`src/rtl/cmp_result_tracker_if.sv`:
```
// cmp_result_tracker_if
//   Bundles the comparator-result inputs and the published statistics of
//   cmp_result_tracker.
//   master : drives en, clr, g_in/l_in/e_in; observes the published results
//   slave  : the tracker itself
//   en/clr        tracking enable / synchronous clear
//   g_in/l_in/e_in  4-bit comparator greater/less/equal outputs
//   gt/lt/eq/err_cnt  published counts of the last completed window (CW bits)
//   win_done      one-cycle publish strobe
//   eq_lock       equal-lock status
//   busy          high while tracking (RUN)
interface cmp_result_tracker_if #(
   parameter int unsigned CW = 8
);
   logic          en;
   logic          clr;
   logic [3:0]    g_in;
   logic [3:0]    l_in;
   logic [3:0]    e_in;
   logic [CW-1:0] gt_cnt;
   logic [CW-1:0] lt_cnt;
   logic [CW-1:0] eq_cnt;
   logic [CW-1:0] err_cnt;
   logic          win_done;
   logic          eq_lock;
   logic          busy;

   modport master (
      output en, clr, g_in, l_in, e_in,
      input  gt_cnt, lt_cnt, eq_cnt, err_cnt, win_done, eq_lock, busy
   );

   modport slave (
      input  en, clr, g_in, l_in, e_in,
      output gt_cnt, lt_cnt, eq_cnt, err_cnt, win_done, eq_lock, busy
   );
endinterface

```
`src/rtl/cmp_result_tracker.sv`:
```
// cmp_result_tracker
//   Classifies each cycle's magnitude-comparator result (GT/LT/EQ/NONE/ERR),
//   accumulates GT/LT/EQ/ERR counts over back-to-back windows of WIN samples,
//   publishes them with a one-cycle win_done strobe, and raises eq_lock after
//   LOCK_RUN consecutive EQ samples.
//   clk  : clock, rising edge
//   rst  : synchronous, active-low reset
//   bus  : cmp_result_tracker_if slave (inputs en/clr/g_in/l_in/e_in,
//          registered outputs gt/lt/eq/err_cnt, win_done, eq_lock, busy)
module cmp_result_tracker #(
   parameter int unsigned WIN      = 16,
   parameter int unsigned CW       = 8,
   parameter int unsigned LOCK_RUN = 4
) (
   input  logic                 clk,
   input  logic                 rst,
   cmp_result_tracker_if.slave  bus
);

   typedef enum logic {IDLE, RUN} state_t;

   localparam logic [CW-1:0] CNT_MAX  = '1;
   localparam logic [7:0]    WIN_LAST = 8'(WIN - 1);
   localparam logic [7:0]    RUN_MAX  = 8'(LOCK_RUN);

   state_t        state_q;
   logic [7:0]    timer_q;
   logic [7:0]    run_q, run_d;
   logic [CW-1:0] gt_q, lt_q, eq_q, err_q;
   logic [CW-1:0] gt_d, lt_d, eq_d, err_d;
   logic [CW-1:0] gt_cnt_q, lt_cnt_q, eq_cnt_q, err_cnt_q;
   logic          win_done_q, eq_lock_q, busy_q;

   logic g_set, l_set, e_set;
   logic is_gt, is_lt, is_eq, is_err;

   // Sample classification: a line is "set" when any bit is nonzero.
   always_comb begin
      g_set  = |bus.g_in;
      l_set  = |bus.l_in;
      e_set  = |bus.e_in;
      is_gt  = g_set & ~l_set & ~e_set;
      is_lt  = l_set & ~g_set & ~e_set;
      is_eq  = e_set & ~g_set & ~l_set;
      is_err = (g_set & l_set) | (g_set & e_set) | (l_set & e_set);
   end

   // Saturating next counts for the sample consumed this edge.
   always_comb begin
      gt_d  = gt_q;
      lt_d  = lt_q;
      eq_d  = eq_q;
      err_d = err_q;
      if (is_gt  && gt_q  != CNT_MAX) gt_d  = gt_q  + 1'b1;
      if (is_lt  && lt_q  != CNT_MAX) lt_d  = lt_q  + 1'b1;
      if (is_eq  && eq_q  != CNT_MAX) eq_d  = eq_q  + 1'b1;
      if (is_err && err_q != CNT_MAX) err_d = err_q + 1'b1;
      run_d = '0;
      if (is_eq) run_d = (run_q == RUN_MAX) ? run_q : run_q + 8'd1;
   end

   always_ff @(posedge clk) begin
      if (!rst) begin
         state_q    <= IDLE;
         timer_q    <= '0;
         run_q      <= '0;
         gt_q       <= '0;
         lt_q       <= '0;
         eq_q       <= '0;
         err_q      <= '0;
         gt_cnt_q   <= '0;
         lt_cnt_q   <= '0;
         eq_cnt_q   <= '0;
         err_cnt_q  <= '0;
         win_done_q <= 1'b0;
         eq_lock_q  <= 1'b0;
         busy_q     <= 1'b0;
      end else if (bus.clr) begin
         // Clear overrides a coincident window end, so nothing is published.
         state_q    <= bus.en ? RUN : IDLE;
         busy_q     <= bus.en;
         timer_q    <= '0;
         run_q      <= '0;
         gt_q       <= '0;
         lt_q       <= '0;
         eq_q       <= '0;
         err_q      <= '0;
         gt_cnt_q   <= '0;
         lt_cnt_q   <= '0;
         eq_cnt_q   <= '0;
         err_cnt_q  <= '0;
         win_done_q <= 1'b0;
         eq_lock_q  <= 1'b0;
      end else begin
         win_done_q <= 1'b0;
         case (state_q)
            IDLE: begin
               // The IDLE-cycle sample is dropped to absorb comparator latency.
               timer_q <= '0;
               run_q   <= '0;
               gt_q    <= '0;
               lt_q    <= '0;
               eq_q    <= '0;
               err_q   <= '0;
               if (bus.en) begin
                  state_q <= RUN;
                  busy_q  <= 1'b1;
               end
            end
            RUN: begin
               if (!bus.en) begin
                  // Partial window discarded; published counts are kept.
                  state_q   <= IDLE;
                  busy_q    <= 1'b0;
                  timer_q   <= '0;
                  run_q     <= '0;
                  gt_q      <= '0;
                  lt_q      <= '0;
                  eq_q      <= '0;
                  err_q     <= '0;
                  eq_lock_q <= 1'b0;
               end else begin
                  run_q     <= run_d;
                  eq_lock_q <= (run_d == RUN_MAX);
                  if (timer_q == WIN_LAST) begin
                     gt_cnt_q   <= gt_d;
                     lt_cnt_q   <= lt_d;
                     eq_cnt_q   <= eq_d;
                     err_cnt_q  <= err_d;
                     win_done_q <= 1'b1;
                     timer_q    <= '0;
                     gt_q       <= '0;
                     lt_q       <= '0;
                     eq_q       <= '0;
                     err_q      <= '0;
                  end else begin
                     timer_q <= timer_q + 8'd1;
                     gt_q    <= gt_d;
                     lt_q    <= lt_d;
                     eq_q    <= eq_d;
                     err_q   <= err_d;
                  end
               end
            end
            default: begin
               state_q <= IDLE;
               busy_q  <= 1'b0;
            end
         endcase
      end
   end

   assign bus.gt_cnt   = gt_cnt_q;
   assign bus.lt_cnt   = lt_cnt_q;
   assign bus.eq_cnt   = eq_cnt_q;
   assign bus.err_cnt  = err_cnt_q;
   assign bus.win_done = win_done_q;
   assign bus.eq_lock  = eq_lock_q;
   assign bus.busy     = busy_q;

endmodule

```
`src/flat_wrapper.sv`:
```
// flat-port wrapper written by rule: the top's interface ports become plain ports
module cmp_result_tracker_flat 
#(
   parameter int unsigned WIN      = 16,
   parameter int unsigned CW       = 8,
   parameter int unsigned LOCK_RUN = 4
)
  (clk, rst, bus_en, bus_clr, bus_g_in, bus_l_in, bus_e_in, bus_gt_cnt, bus_lt_cnt, bus_eq_cnt, bus_err_cnt, bus_win_done, bus_eq_lock, bus_busy);
  cmp_result_tracker_if #(.CW(CW)) bus_i ();
  input  logic clk;
  input  logic rst;
  input wire logic [$bits(bus_i.en)-1:0] bus_en;
  input wire logic [$bits(bus_i.clr)-1:0] bus_clr;
  input wire logic [$bits(bus_i.g_in)-1:0] bus_g_in;
  input wire logic [$bits(bus_i.l_in)-1:0] bus_l_in;
  input wire logic [$bits(bus_i.e_in)-1:0] bus_e_in;
  output wire logic [$bits(bus_i.gt_cnt)-1:0] bus_gt_cnt;
  output wire logic [$bits(bus_i.lt_cnt)-1:0] bus_lt_cnt;
  output wire logic [$bits(bus_i.eq_cnt)-1:0] bus_eq_cnt;
  output wire logic [$bits(bus_i.err_cnt)-1:0] bus_err_cnt;
  output wire logic [$bits(bus_i.win_done)-1:0] bus_win_done;
  output wire logic [$bits(bus_i.eq_lock)-1:0] bus_eq_lock;
  output wire logic [$bits(bus_i.busy)-1:0] bus_busy;
  assign bus_i.en = bus_en;
  assign bus_i.clr = bus_clr;
  assign bus_i.g_in = bus_g_in;
  assign bus_i.l_in = bus_l_in;
  assign bus_i.e_in = bus_e_in;
  assign bus_gt_cnt = bus_i.gt_cnt;
  assign bus_lt_cnt = bus_i.lt_cnt;
  assign bus_eq_cnt = bus_i.eq_cnt;
  assign bus_err_cnt = bus_i.err_cnt;
  assign bus_win_done = bus_i.win_done;
  assign bus_eq_lock = bus_i.eq_lock;
  assign bus_busy = bus_i.busy;
  cmp_result_tracker #(.WIN(WIN), .CW(CW), .LOCK_RUN(LOCK_RUN)) u_core (.clk(clk), .rst(rst), .bus(bus_i));
endmodule
```
`config.mk`:
```
export PLATFORM = sky130hd
export DESIGN_NAME = cmp_result_tracker_flat
export DESIGN_NICKNAME = d
export VERILOG_FILES = /design/src/rtl/cmp_result_tracker_if.sv /design/src/rtl/cmp_result_tracker.sv /design/src/flat_wrapper.sv
export SDC_FILE = /design/constraint.sdc
export NUM_CORES = 1
export LEC_CHECK = 0
export CORE_MARGIN = 3
export CORE_UTILIZATION = 54
export DETAILED_ROUTE_END_ITERATION = 8
export PLACE_DENSITY = 0.79
export SLEW_MARGIN = 20
export SYNTH_ARGS = -nofsm -noshare
export SYNTH_HDL_FRONTEND = slang
export SYNTH_SLANG_ARGS = --single-unit
```
`constraint.sdc`:
```
create_clock -name clk -period 2.4 [get_ports clk]
set_input_delay 0.48 -clock clk [delete_from_list [all_inputs] [get_ports clk]]
set_output_delay 0.48 -clock clk [all_outputs]
set_load 0.1 [all_outputs]
```
Word-level counts from Yosys, hierarchy flattened

Cells that the tools add are included.

Register bits after elaboration: 84
Input bits: 16
Word-level logic and storage cells: 87

$add $sub $neg: 6
Eq/ne operators: 9
Multiplexer cells: 30
Bitwise gates (word level): 17
Reduce and logical (&&, ||, !) cells: 11

Operator list:

| cell                | count |
|---|---|
| $mux 8              | 17 |
| $pmux 8 s2          | 6 |
| $add 8x1->8 const B | 6 |
| $ne 8x8->1 const B  | 4 |
| $eq 8x3->1 const B  | 2 |
| $reduce_or 4->1     | 4 |
| $and 1x1->1         | 9 |
| $eq 8x4->1 const B  | 1 |
| $mux 1              | 6 |
| $ne 3x3->1 const B  | 2 |
| $not 1->1           | 6 |
| $logic_and 1x1->1   | 4 |
| $reduce_and 3->1    | 1 |
| $or 1x1->1          | 2 |
| $pmux 1 s2          | 1 |
| $reduce_and 2->1    | 1 |
| $reduce_or 2->1     | 1 |

Depth between registers and ports, before layout

Gate-level depths: netlist of run 1.

Word-level depth: 9
Depth in mapped cells: 9
Depth with buffers taken out: 7

Worst setup path before layout of run 1

No wires, ideal clock.

Path type: input to register
Start: input bus_l_in[1]
End: register u_core.lt_cnt_q[5], in the netlist u_core.bus.lt_cnt[5]
Setup time: 0.133 ns
Data arrival time: 1.696 ns
Data required time: 2.267 ns
Path slack: 0.572 ns
Stages: 6
Cell sequence: or4_4 o2111a_1 buf_2 nand4_1 xor2_1 a21oi_1

Longest elaborated chain between the ends: 5

Ends and longest elaborated chain:

| item                      | line                      | source |
|---|---|---|
| from (decl)               | flat_wrapper.sv:15        | `input wire logic [$bits(bus_i.l_in)-1:0] bus_l_in;` |
| $reduce_or 4->1           | cmp_result_tracker.sv:40  | `l_set = \|bus.l_in;` |
| $and 1x1->1 (2 in series) | cmp_result_tracker.sv:43  | `is_lt = l_set & ~g_set & ~e_set;` |
| $logic_and 1x1->1         | cmp_result_tracker.sv:55  | `if (is_lt && lt_q != CNT_MAX) lt_d = lt_q + 1'b1;` |
| $mux 8                    | cmp_result_tracker.sv:55  |  |
| to (signal assigned)      | cmp_result_tracker.sv:127 | `lt_cnt_q <= lt_d;` |
| to (decl)                 | cmp_result_tracker.sv:31  | `logic [CW-1:0] gt_cnt_q, lt_cnt_q, eq_cnt_q, err_cnt_q;` |

No other way between the ends.
A chain may end at the register's enable or synchronous reset.

Final worst setup path of run 1

Start: input bus_l_in[1]
End: register u_core.gt_cnt_q[2], in the netlist u_core.bus.gt_cnt[2]

Longest elaborated chain between the ends: 6

Ends and longest elaborated chain:

| item                      | line                      | source |
|---|---|---|
| $reduce_or 4->1           | cmp_result_tracker.sv:40  |  |
| $not 1->1                 | cmp_result_tracker.sv:42  | `is_gt = g_set & ~l_set & ~e_set;` |
| $and 1x1->1 (2 in series) | cmp_result_tracker.sv:42  |  |
| $logic_and 1x1->1         | cmp_result_tracker.sv:54  | `if (is_gt && gt_q != CNT_MAX) gt_d = gt_q + 1'b1;` |
| $mux 8                    | cmp_result_tracker.sv:54  |  |
| to (signal assigned)      | cmp_result_tracker.sv:126 | `gt_cnt_q <= gt_d;` |
| to (decl)                 | cmp_result_tracker.sv:31  |  |

No other way between the ends.

==> results.py, run 1 <==
metrics = {
    "cells_and_area": {
        "drive_gt1_frac": 0.1792,
        "fin_area_um2": 4437,
        "final_nets": 470,
        "antenna_cells": 0,
        "syn_to_final_growth_pct": 21.31,
    },
    "worst_hold_path": {
        "hold_path_class": "reg -> reg",
    },
    "synth": {
        "ys_async_sr_fraction": 0,
        "synthTopCellsByArea": "dfxtp_1, nor2_1, a21oi_1",
        "ys_types": 52,
        "syn_area_per_cell_um2": 9.282,
        "synth_top_area_frac": 0.4598,
        "syn_area_um2": 3657,
        "syn_inst": 394,
        "synth_common_cells": "dfxtp_1, nor2_1, a21oi_1",
        "synth_edf_count": 0,
        "synth-warning-count": 0,
        "synthFlopType": "dfxtp_1",
        "ys_seq_area_frac": 0.4598,
        "synth_most_common_cell": "dfxtp_1",
        "syn-num-nets": 417,
        "synth_top_cell_by_area": "dfxtp_1",
        "ys_seq_elements": 84,
    },
    "clocking": {
        "cts_sinks": 84,
        "clk_latency_ps": 360,
        "postCtsSetupRepairBufs": 0,
        "root_buffer": "clkbuf_8",
        "post_cts_resized": 0,
        "numCtsBuffers": 9,
        "cts_tree": "done",
        "htree_levels": 3,
        "postCtsHoldBufs": 0,
        "clkTransAtPathRegs_ps": 80,
        "clockBufferDepth": 2,
    },
    "sta": {
        "min_period_ps": 2126,
        "hold_violations": 0,
        "post-route-period-util": 0.8857,
        "tightest_slew_ps": 415.7,
        "slew_viol_final": 0,
        "fmax_ghz": 0.4705,
        "finClkSkew_ps": 5.727,
        "slew_headroom": 0.7208,
        "whs_ps": 457.7,
        "rsz0062_at_grt": "false",
        "fin_ws_ps": 274.4,
        "setup_violations": 0,
    },
    "floorplan": {
        "ioPinCount": 51,
        "core_um2": 6459,
        "start_util": 0.5663,
        "die_h_um": 88.30,
        "row_count": 29,
        "fp.dieW_um": 88.30,
        "dieArea_um2": 7796,
    },
    "detailed_routing": {
        "ant_nets": 0,
        "drtPass1Iterations": 4,
        "drcViolationCount": 0,
        "viasPerCell": 5.648,
        "drt-initial-drc-count": 126,
        "wire_per_inst_um": 15.10,
        "drt-total-wl_mm": 7.990,
        "vias": 2988,
    },
    "placement": {
        "pre_cts_ws_ps": -65.21,
        "place_area_um2": 4172,
        "gp_congestion": 0.8075,
        "port_buffers": 50,
        "post-dp-hpwl_mm": 5.612,
    },
    "setup_path": {
        "crit_start": "bus_l_in[1]",
        "reg2reg_slack_ps": 560,
        "reg2reg_to": "u_core.timer_q[3]",
        "slowest_delay_ps": 600,
        "path_max_fanout": 3,
        "endpoint": "u_core.bus.gt_cnt[2]",
        "slowest_stage": "or4_4",
        "worstSetupPathType": "in -> reg",
        "worstRegToRegCells": 6,
        "crit_required_ps": 2640,
        "startpoint_type": "input pin",
        "crit_path_end_kind": "flip-flop",
        "path_cells": "clkdlybuf4s50_1, or4_4, nor3_2, nand3_1, xor2_1, a211oi_2",
        "cp.arrival_ps": 2360,
        "rr_startpoint": "u_core.timer_q[0]",
    },
    "global_routing": {
        "antenna_found_initial": 0,
        "grt_pass1_wl_mm": 13.71,
        "grt-ovfl-total": 0,
        "grt_max_degree": 49,
        "grt_use_total": 0.2238,
        "grt_pass1_vias": 2965,
    },
    "power_and_ir_drop": {
        "total_power_mw": 2.790,
        "leakage_nw": 1.574,
        "cellPowerDensity_nw_per_um2": 628.8,
        "ir_worst_vdd_uv": 367.0,
    },
    "flow_run": {
        "cap_violations": 0,
    },
    "run_status": {
        "status": "finished clean",
    },
}
cells in the final DEF, fill, tap and decap left out, types with 2 or more instances in the layout:
master | synthesis | layout
or3_1 | 2 | 2
clkbuf_8 | 1 | 10
and2_1 | 2 | 2
and4_1 | 4 | 4
nand2b_1 | 3 | 3
nor4_2 | 2 | 2
and3_1 | 7 | 7
nor2b_1 | 5 | 5
o21ai_0 | 28 | 28
buf_4 | 1 | 43
clkbuf_1 | 11 | 2
mux2i_1 | 6 | 6
nor4_1 | 3 | 3
a21oi_1 | 39 | 39
o31ai_1 | 2 | 2
nor4b_2 | 2 | 2
xor2_1 | 13 | 13
xnor2_1 | 21 | 21
or4_4 | 2 | 2
nand3_1 | 19 | 19
a211oi_2 | 2 | 2
inv_1 | 8 | 8
a2111oi_4 | 2 | 2
nor3b_1 | 2 | 2
dfxtp_1 | 84 | 84
ha_1 | 7 | 7
nand2_1 | 19 | 19
nand4_1 | 10 | 10
nor2_1 | 57 | 56
clkdlybuf4s50_1 | 0 | 15
bufinv_16 | 0 | 4
nor4_4 | 3 | 3
nor3_1 | 3 | 3
layer usage:
layer | share of wire | vias to the layer above | track usage
li1 | - | 1490 | -
met1 | 0.44 | 1408 | 0.2866
met2 | 0.49 | 78 | 0.3725
met3 | 0.048 | 12 | 0.04469
met4 | 0.015 | 0 | 0.08654
met5 | 0 | - | 0
worst min path at each step:
stage / to / start / slack, ps / cells after the start
after floorplan: u_core.timer_q[0] / u_core.timer_q[0] / 420 / 1
after global placement: u_core.timer_q[0] / u_core.timer_q[0] / 430 / 1
after detailed placement: u_core.bus.gt_cnt[6] / u_core.bus.gt_cnt[6] / 450 / 2
after CTS: u_core.bus.gt_cnt[6] / u_core.bus.gt_cnt[6] / 460 / 2
after global routing: u_core.timer_q[0] / u_core.timer_q[0] / 490 / 1
final: u_core.bus.gt_cnt[6] / u_core.bus.gt_cnt[6] / 460 / 2
cells by family (layout without fill, tap and decap cells):
| logic type | count (synthesis) | count (layout) | share of synthesized area |
|---|---|---|---|
| buf+inv | 25 | 83 | 0.03079 |
| flops | 84 | 84 | 0.4598 |
| simple gates | 156 | 156 | 0.2477 |
| mux | 6 | 6 | 0.01642 |
| compound gates | 81 | 81 | 0.1368 |
| xor+xnor | 34 | 34 | 0.08142 |
| fa+ha+maj | 8 | 8 | 0.02703 |
worst max-delay path, delay by kind of cell:
kind                      cells  cell delay (ps)
AOI/OAI and AO/OA             1              100
buffers and inverters         1              460
xor gates and xnor gates      1              260
and+or+nand+nor               3             1040
through the flow:
step           utilization  setup TNS [ps]  std cells
2_1_floorplan            -               0        394
3_3_place_gp        0.6459               0        513
3_5_place_dp        0.6459          -215.5        513
4_1_cts             0.6869               0        529
5_1_grt             0.6869               0        529
6_report            0.6869               0        529
final cells by class:
cell class              count  area [um^2]
fillers                   497         2022
well taps                  77        96.34
repair buffers             59        493.0
flip-flops and latches     84         1682
clock inverters             4        120.1
inverters                   8        30.03
multi-input cells         285         1871
clock buffers              12        145.1
power by group:
part | switching [mW] | leakage, nW | internal (mW)
Combinational | 0.0462 | 0.766 | 0.0362
Clock | 0.484 | 0.131 | 0.826
Sequential | 0.00247 | 0.677 | 1.39
Total | 0.533 | 1.57 | 2.26
Power figures use the tool's default switching activity.
==> inputs of run 2 (changes only) <==
- CORE_UTILIZATION: 54 -> 60
- DONT_BUFFER_PORTS: not set -> 1
- PLACE_DENSITY: 0.79 -> 0.76
==> results.py, run 2 (synthesized netlist as in run 1, its figures left out) <==
metrics = {
    "floorplan": {
        "row_count": 27,
        "die_h_um": 84.08,
        "fp.dieW_um": 84.08,
        "start_util": 0.6406,
        "dieArea_um2": 7069,
        "core_um2": 5709,
        "ioPinCount": 51,
    },
    "global_routing": {
        "grt_pass1_vias": 2765,
        "grt_max_degree": 51,
        "antenna_found_initial": 0,
        "grt_use_total": 0.2200,
        "grt_pass1_wl_mm": 12.64,
        "grt-ovfl-total": 0,
    },
    "sta": {
        "rsz0062_at_grt": "false",
        "finClkSkew_ps": 8.121,
        "tns_ps": 0,
        "fmax_ghz": 0.5504,
        "post-route-period-util": 0.7570,
        "slew_viol_final": 0,
        "setup_violations": 0,
        "slew_headroom": 0.6812,
        "tightest_slew_ps": 476.8,
        "hold_violations": 0,
        "fin_ws_ps": 583.3,
        "min_period_ps": 1817,
    },
    "setup_path": {
        "critPathMostFrequentCell": "nor2_1",
        "worstRegToRegCells": 8,
        "path_max_fanout": 9,
        "slowest_delay_ps": 530,
        "worstSetupPathType": "reg -> reg",
        "crit_path_end_kind": "flip-flop",
        "path_cells": "inv_1, ha_1, nand4bb_1, or2_0, buf_4, nor2_1, a21oi_1, nor2_1",
        "cp.arrival_ps": 2070,
        "startpoint_type": "flip-flop",
        "crit_required_ps": 2650,
        "slowest_stage": "dfxtp_1",
    },
    "worst_hold_path": {
        "hold_path_class": "in -> reg",
        "worstHoldPathCells": 1,
    },
    "detailed_routing": {
        "vias": 2879,
        "drtPass1Iterations": 4,
        "drcViolationCount": 0,
        "ant_nets": 0,
        "wire_per_inst_um": 14.83,
        "viasPerCell": 5.712,
        "drt-initial-drc-count": 103,
        "drt-total-wl_mm": 7.472,
    },
    "cells_and_area": {
        "n_fill_cell": 414,
        "final_common_cell": "dfxtp_1",
        "fin_area_um2": 4163,
        "drive_gt1_frac": 0.1782,
        "final_cell_mix": "dfxtp_1, nor2_1, a21oi_1",
        "syn_to_final_growth_pct": 13.82,
        "antenna_cells": 0,
        "final_nets": 450,
    },
    "placement": {
        "pre_cts_ws_ps": 455.7,
        "gp_congestion": 0.7979,
        "place_area_um2": 3993,
        "port_buffers": 0,
        "post-dp-hpwl_mm": 5.348,
    },
    "clocking": {
        "cts_sinks": 84,
        "cts_tree": "done",
        "clockBufferDepth": 2,
        "postCtsSetupRepairBufs": 0,
        "htree_levels": 3,
        "numCtsBuffers": 9,
        "post_cts_resized": 0,
        "postCtsHoldBufs": 0,
        "root_buffer": "clkbuf_8",
        "clk_latency_ps": 350,
        "clkTransAtPathRegs_ps": 80,
    },
    "flow_run": {
        "cap_violations": 0,
    },
    "power_and_ir_drop": {
        "ir_worst_vdd_uv": 483.3,
        "cellPowerDensity_nw_per_um2": 560.7,
        "leakage_nw": 1.450,
    },
    "run_status": {
        "status": "finished clean",
    },
}
==> run 2: cell types whose count changed in the layout (fill, tap and decap cells not counted) <==
cell and change:
buf_12 +1, clkinv_2 +2, nor2b_1 -1, clkinvlp_4 +2, clkdlybuf4s50_1 -15, bufinv_16 -4
nor2b_2 +1, buf_4 -6
==> run 2: metal layers <==
layer / share of wire / track usage / vias up
li1: - / - / 1450
met1: 0.45 / 0.2756 / 1339
met2: 0.47 / 0.3515 / 74
met3: 0.058 / 0.06910 / 16
met4: 0.019 / 0.08626 / 0
met5: 0 / 0 / -
==> run 2: metrics by stage <==
step / utilization / cells / power [mW] / hold WS (ps)
floorplan: - / 394 / 1.465 / 417.9
global placement: 0.6993 / 488 / 1.475 / 429.6
detailed placement: 0.6993 / 488 / 1.476 / 443.3
CTS: 0.7291 / 504 / 2.347 / 237.5
global route: 0.7291 / 504 / 2.414 / 232.9
finish: 0.7291 / 504 / 2.334 / 246.5
==> run 2: worst paths after layout <==
| check | end | start | slack [ps] |
|---|---|---|---|
| max | u_core.run_q[1] | u_core.run_q[0] | 580 |
| min | u_core.state_q | rst | 250 |
| max reg2reg | u_core.run_q[1] | u_core.run_q[0] | 580 |
| min reg2reg | u_core.timer_q[0] | u_core.timer_q[0] | 460 |
==> run 2: power by group <==
group / switching (mW) / total [mW] / internal [mW]
Sequential: 0.00216 / 1.40 / 1.39
Combinational: 0.0314 / 0.0459 / 0.0145
Clock: 0.490 / 0.891 / 0.401
Total: 0.523 / 2.33 / 1.81
==> run 2: final cells by class <==
cell class	instances	area [um^2]	area share
Sequential cell	84	1682	0.4040
Tap cell	72	90.09	0.02164
Timing Repair Buffer	39	317.8	0.07635
Clock buffer	12	145.1	0.03487
Multi-Input combinational cell	285	1873	0.4500
Inverter	8	30.03	0.007214
Clock inverter	4	25.02	0.006011
==> run 2: worst max-delay path: cells and delay by family (launching register included) <==
family | cells | cell delay, ps
simple gates | 4 | 540
flops | 1 | 530
buf+inv | 2 | 290
fa+ha+maj | 1 | 210
compound gates | 1 | 150
==> inputs of run 3 (changes only) <==
- clock period: 2.4 -> 1.8 ns (I/O delays scaled with it)
==> results.py, run 3 (synthesized netlist as in run 1, its figures left out) <==
metrics = {
    "run_status": {
        "status": "finished clean",
    },
    "detailed_routing": {
        "drtPass1Iterations": 4,
        "drcViolationCount": 0,
        "wire_per_inst_um": 15.60,
        "viasPerCell": 5.847,
        "ant_nets": 0,
        "drt-initial-drc-count": 128,
        "vias": 3011,
        "drt-total-wl_mm": 8.035,
    },
    "cells_and_area": {
        "final_cell_mix": "dfxtp_1, nor2_1, buf_4",
        "syn_to_final_growth_pct": 17.31,
        "final_common_cell": "dfxtp_1",
        "n_fill_cell": 412,
        "seq_area_um2": 1682,
        "antenna_cells": 0,
        "multi_input_area_um2": 1888,
        "final_nets": 461,
        "drive_gt1_frac": 0.2122,
        "utilization": 0.7515,
    },
    "sta": {
        "min_period_ps": 1660,
        "fin_ws_ps": 139.6,
        "setup_violations": 0,
        "fmax_ghz": 0.6023,
        "slew_headroom": 0.7064,
        "post-route-period-util": 0.9224,
        "finClkSkew_ps": 11.79,
        "tightest_slew_ps": 438.7,
        "slew_viol_final": 0,
        "rsz0062_at_grt": "false",
        "hold_violations": 0,
    },
    "floorplan": {
        "ioPinCount": 51,
        "row_count": 27,
        "start_util": 0.6406,
        "fp.dieW_um": 84.08,
        "dieArea_um2": 7069,
        "die_h_um": 84.08,
        "core_um2": 5709,
    },
    "placement": {
        "port_buffers": 0,
        "gp_congestion": 0.8634,
        "post-dp-hpwl_mm": 5.632,
        "pre_cts_ws_ps": -54.11,
    },
    "clocking": {
        "clockBufferDepth": 2,
        "clkTransAtPathRegs_ps": 100,
        "cts_sinks": 84,
        "postCtsSetupRepairBufs": 0,
        "clk_latency_ps": 370,
        "numCtsBuffers": 9,
        "htree_levels": 3,
        "root_buffer": "clkbuf_8",
        "cts_tree": "done",
    },
    "power_and_ir_drop": {
        "ir_worst_vdd_uv": 638.2,
        "leakage_nw": 1.522,
        "cellPowerDensity_nw_per_um2": 765.1,
    },
    "setup_path": {
        "startpoint_type": "flip-flop",
        "path_max_fanout": 7,
        "cp.arrival_ps": 1970,
        "crit_path_end_kind": "flip-flop",
        "worstSetupPathType": "reg -> reg",
        "crit_required_ps": 2110,
    },
    "worst_hold_path": {
        "hold_path_class": "in -> reg",
    },
    "global_routing": {
        "grt_max_degree": 44,
        "grt-ovfl-total": 0,
        "antenna_found_initial": 0,
        "grt_pass1_wl_mm": 13.71,
        "grt_use_total": 0.2376,
        "grt_pass1_vias": 2962,
    },
    "flow_run": {
        "cap_violations": 0,
    },
}
-- run 3: cell types whose count changed in the layout (fill, tap and decap cells not counted), sizes merged --
cell      before  now
clkbuf        12    9
buf           39   50
clkinvlp       2    0
inv            8   13
-- run 3: through the flow --
stage	instance area, um^2	total power [mW]	setup TNS [ps]	instances	hold WS [ps]
floorplan	3657	1.954	0	394	417.9
global placement	4075	1.970	0	499	431.6
detailed placement	4075	1.972	-64.91	499	444.5
CTS	4275	3.298	0	515	110.0
global route	4290	3.394	0	515	98.48
finish	4290	3.283	0	515	114.6
-- run 3: metal layers --
| layer | GRT usage | routed length (um) | vias to the layer above |
|---|---|---|---|
| li1 | - | - | 1474 |
| met1 | 0.2923 | 3513 | 1434 |
| met5 | 0 | 0 | - |
| met2 | 0.3888 | 3897 | 84 |
| met4 | 0.07164 | 114 | 0 |
| met3 | 0.08490 | 510 | 19 |
-- run 3: power breakdown --
group	internal [mW]	leakage, nW	switching [mW]
Combinational	0.0216	0.742	0.0439
Clock	0.554	0.103	0.799
Sequential	1.86	0.677	0.00331
-- run 3: final timing paths --
check | to | start | cells past startpoint | slack, ps
max reg2reg | u_core.bus.eq_lock | u_core.run_q[1] | 7 | 140
max | u_core.bus.eq_lock | u_core.run_q[1] | 7 | 140
min | u_core.state_q | rst | 1 | 110
min reg2reg | u_core.timer_q[0] | u_core.timer_q[0] | 1 | 450
-- run 3: critical path, stage by stage (launching register included) --
cell and delay (ps):
dfxtp_1 400, inv_1 100, ha_1 150, nand4bb_1 140
or2_1 320, a211o_1 290, o21ai_0 80, a32o_1 140
-- run 3: timing repair --
| action | in CTS | in global routing |
|---|---|---|
| hold endpoints to repair | 0 | 0 |
| resized for setup | 0 | 5 |
| hold buffers | 0 | 0 |
| endpoints found under the setup margin | 0 | 5 |
-- run 3: final cells by class --
cell class / instances / area share
Inverter: 8 / 0.006999
Timing Repair Buffer: 50 / 0.09332
Tap cell: 72 / 0.02100
Clock inverter: 7 / 0.01779
Clock buffer: 9 / 0.02887
Sequential cell: 84 / 0.3920
Multi-Input combinational cell: 285 / 0.4401
